**src/rtl/stream_intv_delay.sv**
```systemverilog
// Multi-channel val/rdy interval-delay stage: per-channel 2-entry FIFO whose
// output transfers are spaced by a fixed or LFSR-derived gap.
module stream_intv_delay #(
   parameter int unsigned p_num_chan  = 2,
   parameter int unsigned p_msg_bits  = 32,
   parameter int unsigned p_intv_bits = 4,
   parameter logic [15:0] p_lfsr_seed = 16'hACE1
) (
   input  logic                             clk,
   input  logic                             rst,
   input  logic [1:0]                       cfg_mode,
   input  logic [p_intv_bits-1:0]           cfg_intv,
   input  logic [p_num_chan-1:0]            istream_val,
   output logic [p_num_chan-1:0]            istream_rdy,
   input  logic [p_num_chan*p_msg_bits-1:0] istream_msg,
   output logic [p_num_chan-1:0]            ostream_val,
   input  logic [p_num_chan-1:0]            ostream_rdy,
   output logic [p_num_chan*p_msg_bits-1:0] ostream_msg,
   output logic [p_num_chan*16-1:0]         xfer_count
);

   typedef enum logic [1:0] {
      MODE_PASS  = 2'd0,
      MODE_FIXED = 2'd1,
      MODE_RAND  = 2'd2,
      MODE_STALL = 2'd3
   } mode_e;

   mode_e mode;
   assign mode = mode_e'(cfg_mode);

   genvar c;
   generate
      for (c = 0; c < p_num_chan; c++) begin : g_chan
         localparam logic [15:0] seed_raw = p_lfsr_seed ^ 16'(c + 1);
         localparam logic [15:0] seed     = (seed_raw == 16'h0000) ? 16'h0001 : seed_raw;

         logic [p_msg_bits-1:0]  mem [2];
         logic                   head;
         logic [1:0]             cnt;
         logic [p_intv_bits-1:0] dcnt;
         logic [p_intv_bits-1:0] dcnt_reload;
         logic [p_intv_bits-1:0] rnd_val;
         logic [15:0]            lfsr;
         logic [15:0]            lfsr_nxt;
         logic [15:0]            xcnt;
         logic                   full;
         logic                   oval;
         logic                   push;
         logic                   pop;

         // Ready is gated by reset directly so it reads 0 throughout reset
         // and 1 as soon as reset is released.
         assign full           = (cnt == 2'd2);
         assign istream_rdy[c] = rst & ~full;
         assign oval           = (cnt != 2'd0) && (dcnt == '0) && (mode != MODE_STALL);
         assign push           = istream_val[c] & istream_rdy[c];
         assign pop            = oval & ostream_rdy[c];

         assign ostream_val[c]                          = oval;
         assign ostream_msg[c*p_msg_bits +: p_msg_bits] = mem[head];
         assign xfer_count[c*16 +: 16]                  = xcnt;

         // Galois form of x^16+x^14+x^13+x^11+1
         always_comb begin
            lfsr_nxt = {1'b0, lfsr[15:1]};
            if (lfsr[0]) lfsr_nxt = lfsr_nxt ^ 16'hB400;
         end

         // An all-ones interval means a modulus of 2^p_intv_bits, i.e. the raw bits.
         always_comb begin
            rnd_val     = '0;
            dcnt_reload = '0;
            if (&cfg_intv) rnd_val = lfsr[p_intv_bits-1:0];
            else           rnd_val = lfsr[p_intv_bits-1:0] % (cfg_intv + p_intv_bits'(1));
            case (mode)
               MODE_FIXED: dcnt_reload = cfg_intv;
               MODE_RAND:  dcnt_reload = rnd_val;
               default:    dcnt_reload = '0;
            endcase
         end

         always_ff @(posedge clk or negedge rst) begin
            if (!rst) begin
               for (int unsigned i = 0; i < 2; i++) mem[i] <= '0;
               head <= 1'b0;
               cnt  <= 2'd0;
               dcnt <= '0;
               lfsr <= seed;
               xcnt <= '0;
            end else begin
               lfsr <= lfsr_nxt;
               if (push) mem[head ^ cnt[0]] <= istream_msg[c*p_msg_bits +: p_msg_bits];
               if (pop) begin
                  head <= ~head;
                  xcnt <= xcnt + 16'd1;
                  dcnt <= dcnt_reload;
               end else if (dcnt != '0) begin
                  dcnt <= dcnt - p_intv_bits'(1);
               end
               case ({push, pop})
                  2'b10:   cnt <= cnt + 2'd1;
                  2'b01:   cnt <= cnt - 2'd1;
                  default: cnt <= cnt;
               endcase
            end
         end
      end
   endgenerate

endmodule
```
**config.mk**
```make
export PLATFORM = sky130hd
export DESIGN_NAME = stream_intv_delay
export DESIGN_NICKNAME = d
export VERILOG_FILES = /design/src/rtl/stream_intv_delay.sv
export SDC_FILE = /design/constraint.sdc
export NUM_CORES = 1
export LEC_CHECK = 0
export ABC_AREA = 1
export CAP_MARGIN = 5
export CORE_MARGIN = 4
export CORE_UTILIZATION = 55
export CTS_BUF_LIST = sky130_fd_sc_hd__clkbuf_8
export DETAILED_ROUTE_END_ITERATION = 7
export PLACE_DENSITY = 0.83
export SYNTH_ARGS = -nofsm -noshare
export SYNTH_HDL_FRONTEND = slang
export SYNTH_SLANG_ARGS = --single-unit
```
**constraint.sdc**
```tcl
create_clock -name clk -period 9.8 [get_ports clk]
set_clock_uncertainty 0.1 [all_clocks]
set_input_delay 2.94 -clock clk [delete_from_list [all_inputs] [get_ports clk]]
set_output_delay 2.94 -clock clk [all_outputs]
set_load 0.005 [all_outputs]
```
==> Yosys cells after proc, flatten, opt, wreduce, memory -nomap -nowiden <==
Cells that the tools add are included.
{ "op_classes": {"magnitude_cmp": 6, "n_reduce_logical": 17, "n_div": 2, "n_addsub": 9, "eq_ne": 9, "n_mux": 24, "bitwise_logic": 18} }
{ "op_table": {"columns": ["cell", "count"], "rows": [
  ["$mux W32", 8],
  ["$bwmux W64", 2],
  ["$demux W32 S1", 2],
  ["$add A16 B1 Y16 const B", 2],
  ["$mux W16", 2],
  ["$mux W4", 6],
  ["$pmux W4 S2", 2],
  ["$reduce_bool A2 Y1", 6],
  ["$eq A2 B2 Y1 const B", 5],
  ["$ge A2 B2 Y1 const B", 4],
  ["$logic_not A4 Y1", 2],
  ["$mod A4 B4 Y4", 2],
  ["$not A1 Y2", 4],
  ["$not A3 Y4", 2],
  ["$pmux W2 S2", 2],
  ["$reduce_bool A4 Y1", 2],
  ["$sub A4 B1 Y4 const B", 2],
  ["$and A1 B1 Y1", 6],
  ["$eq A2 B1 Y1 const B", 3],
  ["$logic_and A1 B1 Y1", 6],
  ["$add A2 B1 Y2 const B", 2],
  ["$add A4 B1 Y4 const B", 1],
  ["$lt A2 B1 Y1 const B", 2],
  ["$not A1 Y1", 4],
  ["4 further kinds", 6]
]} }
{ "totals": {"ff_bits": 206, "word_cells": 99, "output_inout_bits": 100} }

==> Logic depth before layout (Yosys ltp) <==
Gate-level depths: netlist of run 1.
{ "depth": {"word_depth": 7, "ltp_mapped": 34} }

==> Worst setup path before layout of run 1 <==
OpenSTA, ideal clock, no wires.
{ "synth_path": {"kind": "input port to flip-flop", "start": "in cfg_intv[0]", "end": "reg g_chan[1].dcnt[2]", "cell_stages": 33, "setup_slack_ns": 2.725, "setup_time_ns": 0.129, "path_buffers": 0, "arrival_ns": 6.846, "path_cell_list": "ha_1 -> xnor2_2 -> nand2_1 -> inv_2 -> nand3_1 -> nand2_1 -> inv_1 -> ha_1 -> o21ai_0 -> nand2_1 -> nand2_1 -> nand2_1 -> o21ai_1 -> ha_1 -> a21oi_1 -> nand2_1 -> a21o_1 -> nand2_1 -> nand2_1 -> o21ai_0 -> inv_1 -> fa_1 -> o21ai_0 -> a31oi_1 -> or2_1 -> nand2_2 -> nand2_1 -> nand2_1 -> nand3_1 -> nand2_1 -> nand2_1 -> nand2_1 -> a21oi_1"} }
{ "synth_via": {"elab_chain_cells": 5} }
{ "synth_rtl": {"columns": ["item", "line_no", "source"], "rows": [
  ["start: declaration", "12", "input logic [p_intv_bits-1:0] cfg_intv,"],
  ["$add A4 B1 Y4", "75", "else rnd_val = lfsr[p_intv_bits-1:0] % (cfg_intv + p_intv_bits'(1));"],
  ["$mod A4 B4 Y4", "75", null],
  ["$mux W4 (*)", "74", "if (&cfg_intv) rnd_val = lfsr[p_intv_bits-1:0];"],
  ["$pmux W4 S2 (*)", "76", "case (mode)"],
  ["$mux W4 (*)", "94", "if (pop) begin"],
  ["end signal: assignment", "97", "dcnt <= dcnt_reload;"],
  ["end signal: assignment", "99", "dcnt <= dcnt - p_intv_bits'(1);"],
  ["end: declaration", "41", "logic [p_intv_bits-1:0] dcnt;"]
]} }
Mark *: on every way between the ends. The rest lies on a longest branch, timed or not.
A chain may end at the register's enable or synchronous reset.

==> Worst setup path after layout of run 1 <==
{ "layout_path": {"start": "in cfg_intv[0]", "end": "reg g_chan[1].dcnt[1]"} }
The elaborated chain is that of the path after synthesis.

==> results of run 1 <==
registers in the layout (all words and copies together) (netlist names):
signal       count
g_chan.cnt       4
g_chan.dcnt      8
g_chan.head      2
g_chan.lfsr     32
g_chan.mem     128
g_chan.xcnt     32
cells by family (layout without fill, tap and decap cells):
logic type               after synthesis  count (layout)  synth area share [%]
adder cells (fa/ha/maj)               34              34                  4.49
XOR/XNOR                              52              52                  4.72
flip-flops                           206             206                  52.8
AND/OR/NAND/NOR                      325             325                  15.2
buffers and inverters                159             364                  6.45
multiplexers                          64              64                  7.36
AO/OA/AOI/OAI                        173             173                  9.00
cell type report:
type	count	area [um2]	share of cell area, %
sequential	206	5180	41.6
multi-input combinational	648	4010	32.3
timing repair buffer	180	1790	14.4
clock buffer	44	606	4.87
inverter	121	454	3.65
tap	225	282	2.27
clock inverter	19	106	0.856
Yosys cell counts (2+ instances only):
| master | number | area, um2 |
|---|---|---|
| nand2_1 | 220 | 826 |
| dfrtp_1 | 190 | 4750 |
| o21ai_0 | 139 | 696 |
| inv_1 | 119 | 447 |
| mux2_2 | 64 | 721 |
| nand3_1 | 39 | 195 |
| ha_1 | 32 | 400 |
| xnor2_1 | 26 | 228 |
| nor2_1 | 25 | 93.8 |
| xor2_1 | 25 | 219 |
| a21oi_1 | 23 | 115 |
| clkbuf_1 | 23 | 86.3 |
| dfstp_2 | 16 | 420 |
| nand4_1 | 9 | 56.3 |
| buf_2 | 7 | 35.0 |
| nand2_2 | 6 | 37.5 |
| nand3_2 | 5 | 50.1 |
| nor2_2 | 5 | 31.3 |
| o21ai_1 | 4 | 20.0 |
| buf_1 | 3 | 11.3 |
| buf_4 | 3 | 22.5 |
| o21a_1 | 3 | 22.5 |
| a21o_1 | 2 | 15.0 |
| buf_6 | 2 | 22.5 |
| fa_1 | 2 | 40.0 |
| inv_2 | 2 | 7.51 |
| nor3_2 | 2 | 20.0 |
| nor3_4 | 2 | 32.5 |
| or2_2 | 2 | 12.5 |
metal layers:
metal	track usage, %	wire length, um	share of wire (%)
met1	29.9	9770	46
met2	33.6	9610	45
met3	5.90	1550	7.3
met4	6.62	393	1.8
met5	0	0	0
worst paths after layout:
kind | start | end | slack [ns] | cells after the start
setup / recovery | cfg_intv[0] | g_chan[1].dcnt[1] | 1.88 | 34
hold / removal | g_chan[0].lfsr[12] | g_chan[0].lfsr[11] | 0.24 | 0
setup reg to reg | g_chan[0].lfsr[3] | g_chan[0].dcnt[0] | 5.08 | 30
hold reg to reg | g_chan[0].lfsr[12] | g_chan[0].lfsr[11] | 0.24 | 0
max in group asynchronous | rst | g_chan[0].head | 5.95 | 2
min in group asynchronous | rst | g_chan[1].mem[32] | 2.32 | 1
power breakdown:
group          switching, mW  leakage [nW]  total (mW)  internal, mW
Clock                  0.331         0.420       0.762         0.431
Sequential             0.173          2.51        1.34          1.16
Combinational          0.594          2.86        1.32         0.721
Total                   1.10          5.79        3.41          2.31
==> impl_metrics.csv, run 1 <==
group,metric,value,unit
sta,fin_crit_sh,80.8,%
detailed_routing,drt_first_iter_violations,329,
sta,maxSlewHeadroom,18.2,%
global_route,groute.usage.overall,21.6,%
synth,yosys_warnings,0,
place,dp_hpwl,15000,um
setup_path,crit_top_cell,"nand2_1",
place,gp_congestion,0.947,
global_route,grt_max_degree,73,
die,rows,48,
clock_network,root_buffer,"clkbuf_8",
die,die_h,141,um
power_and_ir_drop,totalPowerFinal,3.41,mW
power_and_ir_drop,irDropWorstVdd,0.000194,V
global_route,grt_overflow,0,
sta,timing.fmax,126,MHz
clock_network,cts_tree,"yes",
sta,fin_ws,1.88,ns
synth,yosys_most_used_dff,"dfrtp_1",
layout,final_area,0.0124,mm2
sta,slew_violations,0,
clock_network,post_cts_buffers,0,
detailed_routing,routed_wl,21300,um
layout,nFillCells,1293,
clock_network,clk_pin_slew,0.06,ns
sta,hold_viol,0,
layout,final_cell_count_no_fill,1443,
clock_network,hold_buffers,0,
detailed_routing,drt-pass1-iter-count,5,
layout,fin_nets,1302,
place,place_inst,1380,
setup_path,cp-start-kind,"input pin",
synth,syn_area_per_cell,9.67,um2
clock_network,cts.htree.levels,2,
detailed_routing,wire_per_inst,14.8,um
detailed_routing,postRouteAntennaNets,0,
setup_path,end_kind,"flip-flop",
die,initial_utilization,56.5,%
die,die_area,0.0200,mm2
detailed_routing,routed_via_density,5.17,
detailed_routing,vias,7456,
synth,synthArstFlopShare,100,%
layout,diodes,0,
place,place_area,0.0117,mm2
synth,synth_cell_types,42,
setup_path,arrival,8.22,ns
sta,fin_setup_tns,0,ns
run,cap_viol_max_count,0,
die,coreArea,0.0174,mm2
global_route,grt_pass1_wl,35800,um
sta,fin_hold_ws,0.242,ns
layout,syn2layout_area_growth,26.8,%
clock_network,clock_latency,0.51,ns
layout,layout_commonest_cell,"nand2_1",
layout,drive_above_1_share,13.8,%
sta,setup_viol,0,
sta,fin_crit,7.92,ns
setup_path,worstPathRequired,10.10,ns
layout,final_cell_mix,"220 x nand2_1, 189 x dfrtp_1, 174 x clkdlybuf4s50_1",
die,ios,176,
global_route,antenna_found_initial,0,
synth,synth_nets,1123,
layout,fin_util,71.6,%
clock_network,clock_path_buffers,3,
setup_path,cp_num_buf_inv,4,
synth,yosysSeqAreaShare,52.8,%
detailed_routing,drc,0,
power_and_ir_drop,power_density,275,mW/mm2
synth,syn_inst,1013,
clock_network,cts_resized,0,
clock_network,cts_buffers,35,
sta,worstMarginPinSlew,1.22,ns
outcome,status,"completed",
setup_path,path_max_fanout,11,
setup_path,path_class,"in -> reg",
die,die_x,141,um
setup_path,crit_slowest_cell,"clkdlybuf4s50_1",
power_and_ir_drop,p_leak,5.79,nW
synth,synth_seq_cells,206,
setup_path,cp_top_family,"simple AND/OR/NAND/NOR gates",
clock_network,clock-sinks,206,
global_route,grt_pass1_vias,7561,
place,dpl_worst_slack,1.39,ns
synth,synth_edf_count,0,
sta,rsz0062_at_grt,"false",
min_path,hp-class,"reg -> reg",
setup_path,cp_slowest_stage_delay,0.62,ns
place,port_buffers,175,
synth,syn-cell-area,0.00980,mm2
Note: power is estimated with default switching activity, not from simulation.
==> run 2, diff against run 1 <==
Clock period 9.8 ns to 8.31 ns, I/O delays scaled along.
==> impl_metrics.csv, run 2 (same netlist as run 1, synthesis figures left out) <==
group,metric,value,unit
global_route,groute.usage.overall,22.0,%
layout,ff_latch_area,0.00518,mm2
die,ios,176,
clock_network,clock-sinks,206,
setup_path,cp-endpoint,"g_chan[1].dcnt[0]",
clock_network,post_cts_buffers,0,
die,rows,48,
detailed_routing,drt_first_iter_violations,396,
setup_path,reg2reg_slack,3.67,ns
sta,fin_crit,7.40,ns
setup_path,crit_slowest_cell,"clkdlybuf4s50_1",
place,dp_hpwl,15200,um
sta,slew_violations,0,
die,die_area,0.0200,mm2
clock_network,root_buffer,"clkbuf_8",
clock_network,clk_pin_slew,0.06,ns
setup_path,cp_slowest_stage_delay,0.62,ns
sta,fin_setup_tns,0,ns
setup_path,path_class,"in -> reg",
layout,reg_top3,"g_chan.mem: 128 flops, g_chan.lfsr: 32 flops, g_chan.xcnt: 32 flops",
layout,syn2layout_area_growth,26.7,%
clock_network,cts_buffers,35,
setup_path,startpoint,"cfg_intv[0]",
power_and_ir_drop,irDropWorstVdd,0.000217,V
setup_path,rr_worst_depth,31,
detailed_routing,vias,7490,
detailed_routing,wire_per_inst,15.0,um
setup_path,path_max_fanout,11,
setup_path,cp-start-kind,"input pin",
setup_path,reg2reg_from,"g_chan[0].lfsr[3]",
global_route,met2_usage,34.7,%
place,gp_congestion,0.940,
die,die_h,141,um
layout,top_register,"g_chan.mem",
layout,drive_above_1_share,14.3,%
setup_path,end_kind,"flip-flop",
setup_path,arrival,7.72,ns
sta,maxSlewHeadroom,19.6,%
global_route,grt_pass1_wl,36300,um
layout,fin_nets,1303,
detailed_routing,drc,0,
die,coreArea,0.0174,mm2
power_and_ir_drop,power_density,323,mW/mm2
clock_network,cts_tree,"yes",
clock_network,clock_latency,0.51,ns
min_path,holdPathStages,0,
detailed_routing,routed_wl,21700,um
layout,layout_commonest_cell,"nand2_1",
run,cap_viol_max_count,0,
place,place_area,0.0117,mm2
layout,final_cell_mix,"220 x nand2_1, 189 x dfrtp_1, 174 x clkdlybuf4s50_1",
layout,multi_input_area,0.00401,mm2
power_and_ir_drop,p_leak,5.77,nW
setup_path,crit_top_cell,"nand2_1",
die,die_x,141,um
sta,worstMarginPinSlew,1.20,ns
die,initial_utilization,56.5,%
clock_network,cts.htree.levels,2,
sta,timing.fmax,135,MHz
global_route,antenna_found_initial,0,
layout,final_area,0.0124,mm2
min_path,hp-class,"reg -> reg",
clock_network,cts_resized,0,
clock_network,hold_buffers,0,
global_route,grt_use_met1,29.9,%
setup_path,worstReg2RegEnd,"g_chan[0].dcnt[2]",
detailed_routing,drt-pass1-iter-count,5,
detailed_routing,routed_via_density,5.19,
global_route,grtUsageMet3,6.44,%
sta,hold_viol,0,
layout,diodes,0,
global_route,busiest_layer,"met2",
global_route,grt_max_degree,73,
detailed_routing,postRouteAntennaNets,0,
sta,rsz0062_at_grt,"false",
layout,largest_reg_flops,128,
layout,nFillCells,1293,
global_route,grt_overflow,0,
global_route,grt_pass1_vias,7602,
place,port_buffers,175,
clock_network,clock_path_buffers,3,
setup_path,worstPathRequired,8.63,ns
sta,setup_viol,0,
min_path,min_from,"g_chan[1].lfsr[12]",
sta,fin_crit_sh,89.0,%
outcome,status,"completed",
[run 2: layout make-up]
cell class / count / share of cell area [%]
Timing Repair Buffer: 181 / 14.5
Clock buffer: 45 / 4.99
Multi-Input combinational cell: 648 / 32.3
Tap cell: 225 / 2.27
Inverter: 121 / 3.66
Clock inverter: 16 / 0.605
Sequential cell: 206 / 41.7
[run 2: how the worst min path moves through the flow]
stage | endpoint | slack, ns
6_report | g_chan[1].lfsr[11] | 0.24
5_1_grt | g_chan[0].lfsr[8] | 0.26
4_1_cts | g_chan[1].lfsr[11] | 0.24
3_5_place_dp | g_chan[1].lfsr[11] | 0.24
3_3_place_gp | g_chan[1].lfsr[3] | 0.23
2_1_floorplan | g_chan[0].lfsr[3] | 0.23
[run 2: routing by layer]
metal  part of all wire [%]  up-vias
li1                       -     3635
met1                     44     3564
met2                     45      257
met3                    9.1       34
met4                    1.9        0
met5                      0        -
[run 2: critical path, delay by kind of cell]
family          cells  cell delay (ns)
buf+inv             4             1.11
simple gates       15             1.38
fa+ha+maj           4             1.45
compound gates      9             1.28
[run 2: through the flow]
stage	util, %	instances	power [mW]	setup slack (ns)	hold slack (ns)
2_1_floorplan	-	1013	2.38	1.68	0.231
3_3_place_gp	67.5	1381	3.08	0.638	0.234
3_5_place_dp	67.5	1381	3.15	0.430	0.237
4_1_cts	71.5	1442	4.06	0.970	0.243
5_1_grt	71.5	1442	4.32	0.389	0.256
6_report	71.5	1442	4.02	0.915	0.244
[run 2: power by group]
part / internal [mW] / leakage, nW / switching, mW
clock network: 0.487 / 0.396 / 0.391
logic: 0.851 / 2.86 / 0.701
registers: 1.37 / 2.51 / 0.214
total: 2.71 / 5.77 / 1.31
==> run 3, diff against run 2 <==
Settings changed: RECOVER_POWER set to 100.
==> impl_metrics.csv, run 3 (same netlist as run 1, synthesis figures left out) <==
group,metric,value,unit
outcome,status,"finished with violations",
outcome,violations,"capacitance limit, slew limit",
sta,setup_viol,0,
layout,reg_top3,"g_chan.mem: 128 flops, g_chan.lfsr: 32 flops, g_chan.xcnt: 32 flops",
detailed_routing,routed.top_layer,"met4",
clock_network,root_buffer,"clkbuf_8",
setup_path,reg2reg_slack,3.13,ns
clock_network,post_cts_buffers,0,
setup_path,path_max_fanout,11,
detailed_routing,drc,0,
layout,drive_above_1_share,11.8,%
detailed_routing,routed_wl,21800,um
setup_path,cp-start-kind,"input pin",
power_and_ir_drop,seq_power_share,40.5,%
die,die_h,141,um
layout,final_cell_mix,"224 x nand2_1, 190 x dfrtp_1, 141 x o21ai_0",
detailed_routing,wire_per_inst,15.1,um
layout,largest_reg_flops,128,
sta,hold_viol,0,
power_and_ir_drop,p_leak,5.86,nW
clock_network,clk_pin_slew,0.06,ns
layout,fin_nets,1303,
global_route,grt_pass1_wl,36300,um
sta,rsz0062_at_grt,"false",
global_route,grt_overflow,0,
place,port_buffers,175,
sta,worstMarginPinSlew,3.74,ns
clock_network,cts_tree,"yes",
global_route,grt_pass1_vias,7602,
clock_network,hold_buffers,0,
clock_network,clock-sinks,206,
die,coreArea,0.0174,mm2
layout,nFillCells,1319,
clock_network,cts_resized,0,
power_and_ir_drop,p_int,2.63,mW
die,die_x,141,um
setup_path,arrival,7.86,ns
clock_network,cts_buffers,35,
sta,fin_crit_sh,90.7,%
sta,fin_setup_tns,0,ns
die,ios,176,
run,cap_viol_max_count,8,
detailed_routing,drt-pass1-iter-count,6,
layout,top_register,"g_chan.mem",
power_and_ir_drop,irDropWorstVdd,0.000213,V
layout,ff_latch_area,0.00517,mm2
setup_path,path_class,"in -> reg",
setup_path,cp_top_family,"compound AO/OA/AOI/OAI gates",
detailed_routing,wl_met1,9600,um
power_and_ir_drop,switching_share,32.8,%
layout,syn2layout_area_growth,25.1,%
layout,multi_input_area,0.00387,mm2
detailed_routing,vias,7467,
die,initial_utilization,56.5,%
setup_path,startpoint,"cfg_intv[0]",
layout,fin_util,70.6,%
setup_path,rr_worst_depth,4,
setup_path,crit_top_cell,"nand2_1",
detailed_routing,dr_wl_met2,9910,um
detailed_routing,drt_first_iter_violations,379,
place,gp_congestion,0.940,
detailed_routing,routed_via_density,5.18,
sta,maxSlewHeadroom,-150,%
global_route,grt_max_degree,73,
place,dp_hpwl,15200,um
setup_path,path_depth,30,
setup_path,end_kind,"flip-flop",
sta,timing.fmax,133,MHz
global_route,groute.usage.overall,22.0,%
die,die_area,0.0200,mm2
sta,fin_crit,7.54,ns
sta,slew_violations,463,
setup_path,cp_num_buf_inv,4,
layout,layout_commonest_cell,"nand2_1",
power_and_ir_drop,p_switching,1.28,mW
setup_path,cp_slowest_stage_delay,0.79,ns
detailed_routing,postRouteAntennaNets,0,
setup_path,cp-endpoint,"g_chan[1].dcnt[0]",
setup_path,crit_slowest_cell,"dlygate4sd3_1",
setup_path,worstReg2RegEnd,"g_chan[0].mem[55]",
clock_network,clock_latency,0.51,ns
setup_path,worstPathRequired,8.63,ns
power_and_ir_drop,p_clk_share,22.4,%
power_and_ir_drop,combPwrFrac,37.1,%
detailed_routing,dr_wl_met3,1900,um
power_and_ir_drop,power_density,319,mW/mm2
setup_path,reg2reg_from,"g_chan[0].head",
clock_network,clock_path_buffers,3,
min_path,hp-class,"reg -> reg",
layout,diodes,0,
global_route,antenna_found_initial,0,
clock_network,cts.htree.levels,2,
die,rows,48,
[run 3: how the worst min path moves through the flow]
stage                     slack [ns]               start  cells after the start                  to
after floorplan                 0.23   g_chan[0].lfsr[4]                      0   g_chan[0].lfsr[3]
after global placement          0.23   g_chan[1].lfsr[4]                      0   g_chan[1].lfsr[3]
after detailed placement        0.24  g_chan[1].lfsr[12]                      0  g_chan[1].lfsr[11]
after CTS                       0.24  g_chan[1].lfsr[12]                      0  g_chan[1].lfsr[11]
after global routing            0.26   g_chan[0].lfsr[9]                      0   g_chan[0].lfsr[8]
final                           0.25  g_chan[1].lfsr[12]                      0  g_chan[1].lfsr[11]
[run 3: metrics by stage]
stage                     hold slack [ns]  total power [mW]  instances  worst slack, ns  cell area (um2)
after floorplan                     0.231              2.38       1013             1.68             9800
after global placement              0.234              3.08       1381            0.638            11700
after detailed placement            0.237              3.15       1381            0.430            11700
final                               0.246              3.91       1442            0.771            12300
after global routing                0.256              4.22       1442            0.234            12300
after CTS                           0.243              4.06       1442            0.970            12400
[run 3: layout make-up]
class | count | share of cell area (%)
multi-input cells | 648 | 31.6
clock buffers | 45 | 5.05
clock inverters | 16 | 0.612
flip-flops and latches | 206 | 42.2
inverters | 121 | 3.70
repair buffers | 181 | 14.5
well taps | 225 | 2.30
[run 3: power by group through the flow]
stage | Combinational, mW | Clock [mW] | Sequential, mW
final | 1.45 | 0.876 | 1.59
after global routing | 1.63 | 0.950 | 1.63
after CTS | 1.57 | 0.900 | 1.59
after floorplan | 0.873 | 0 | 1.51
after detailed placement | 1.55 | 0 | 1.60
after global placement | 1.50 | 0 | 1.58
[run 3: routing by layer]
metal | track usage (%) | vias up
met4 | 6.21 | 0
met2 | 34.7 | 251
met3 | 6.44 | 28
li1 | - | 3630
met5 | 0 | -
met1 | 29.9 | 3558
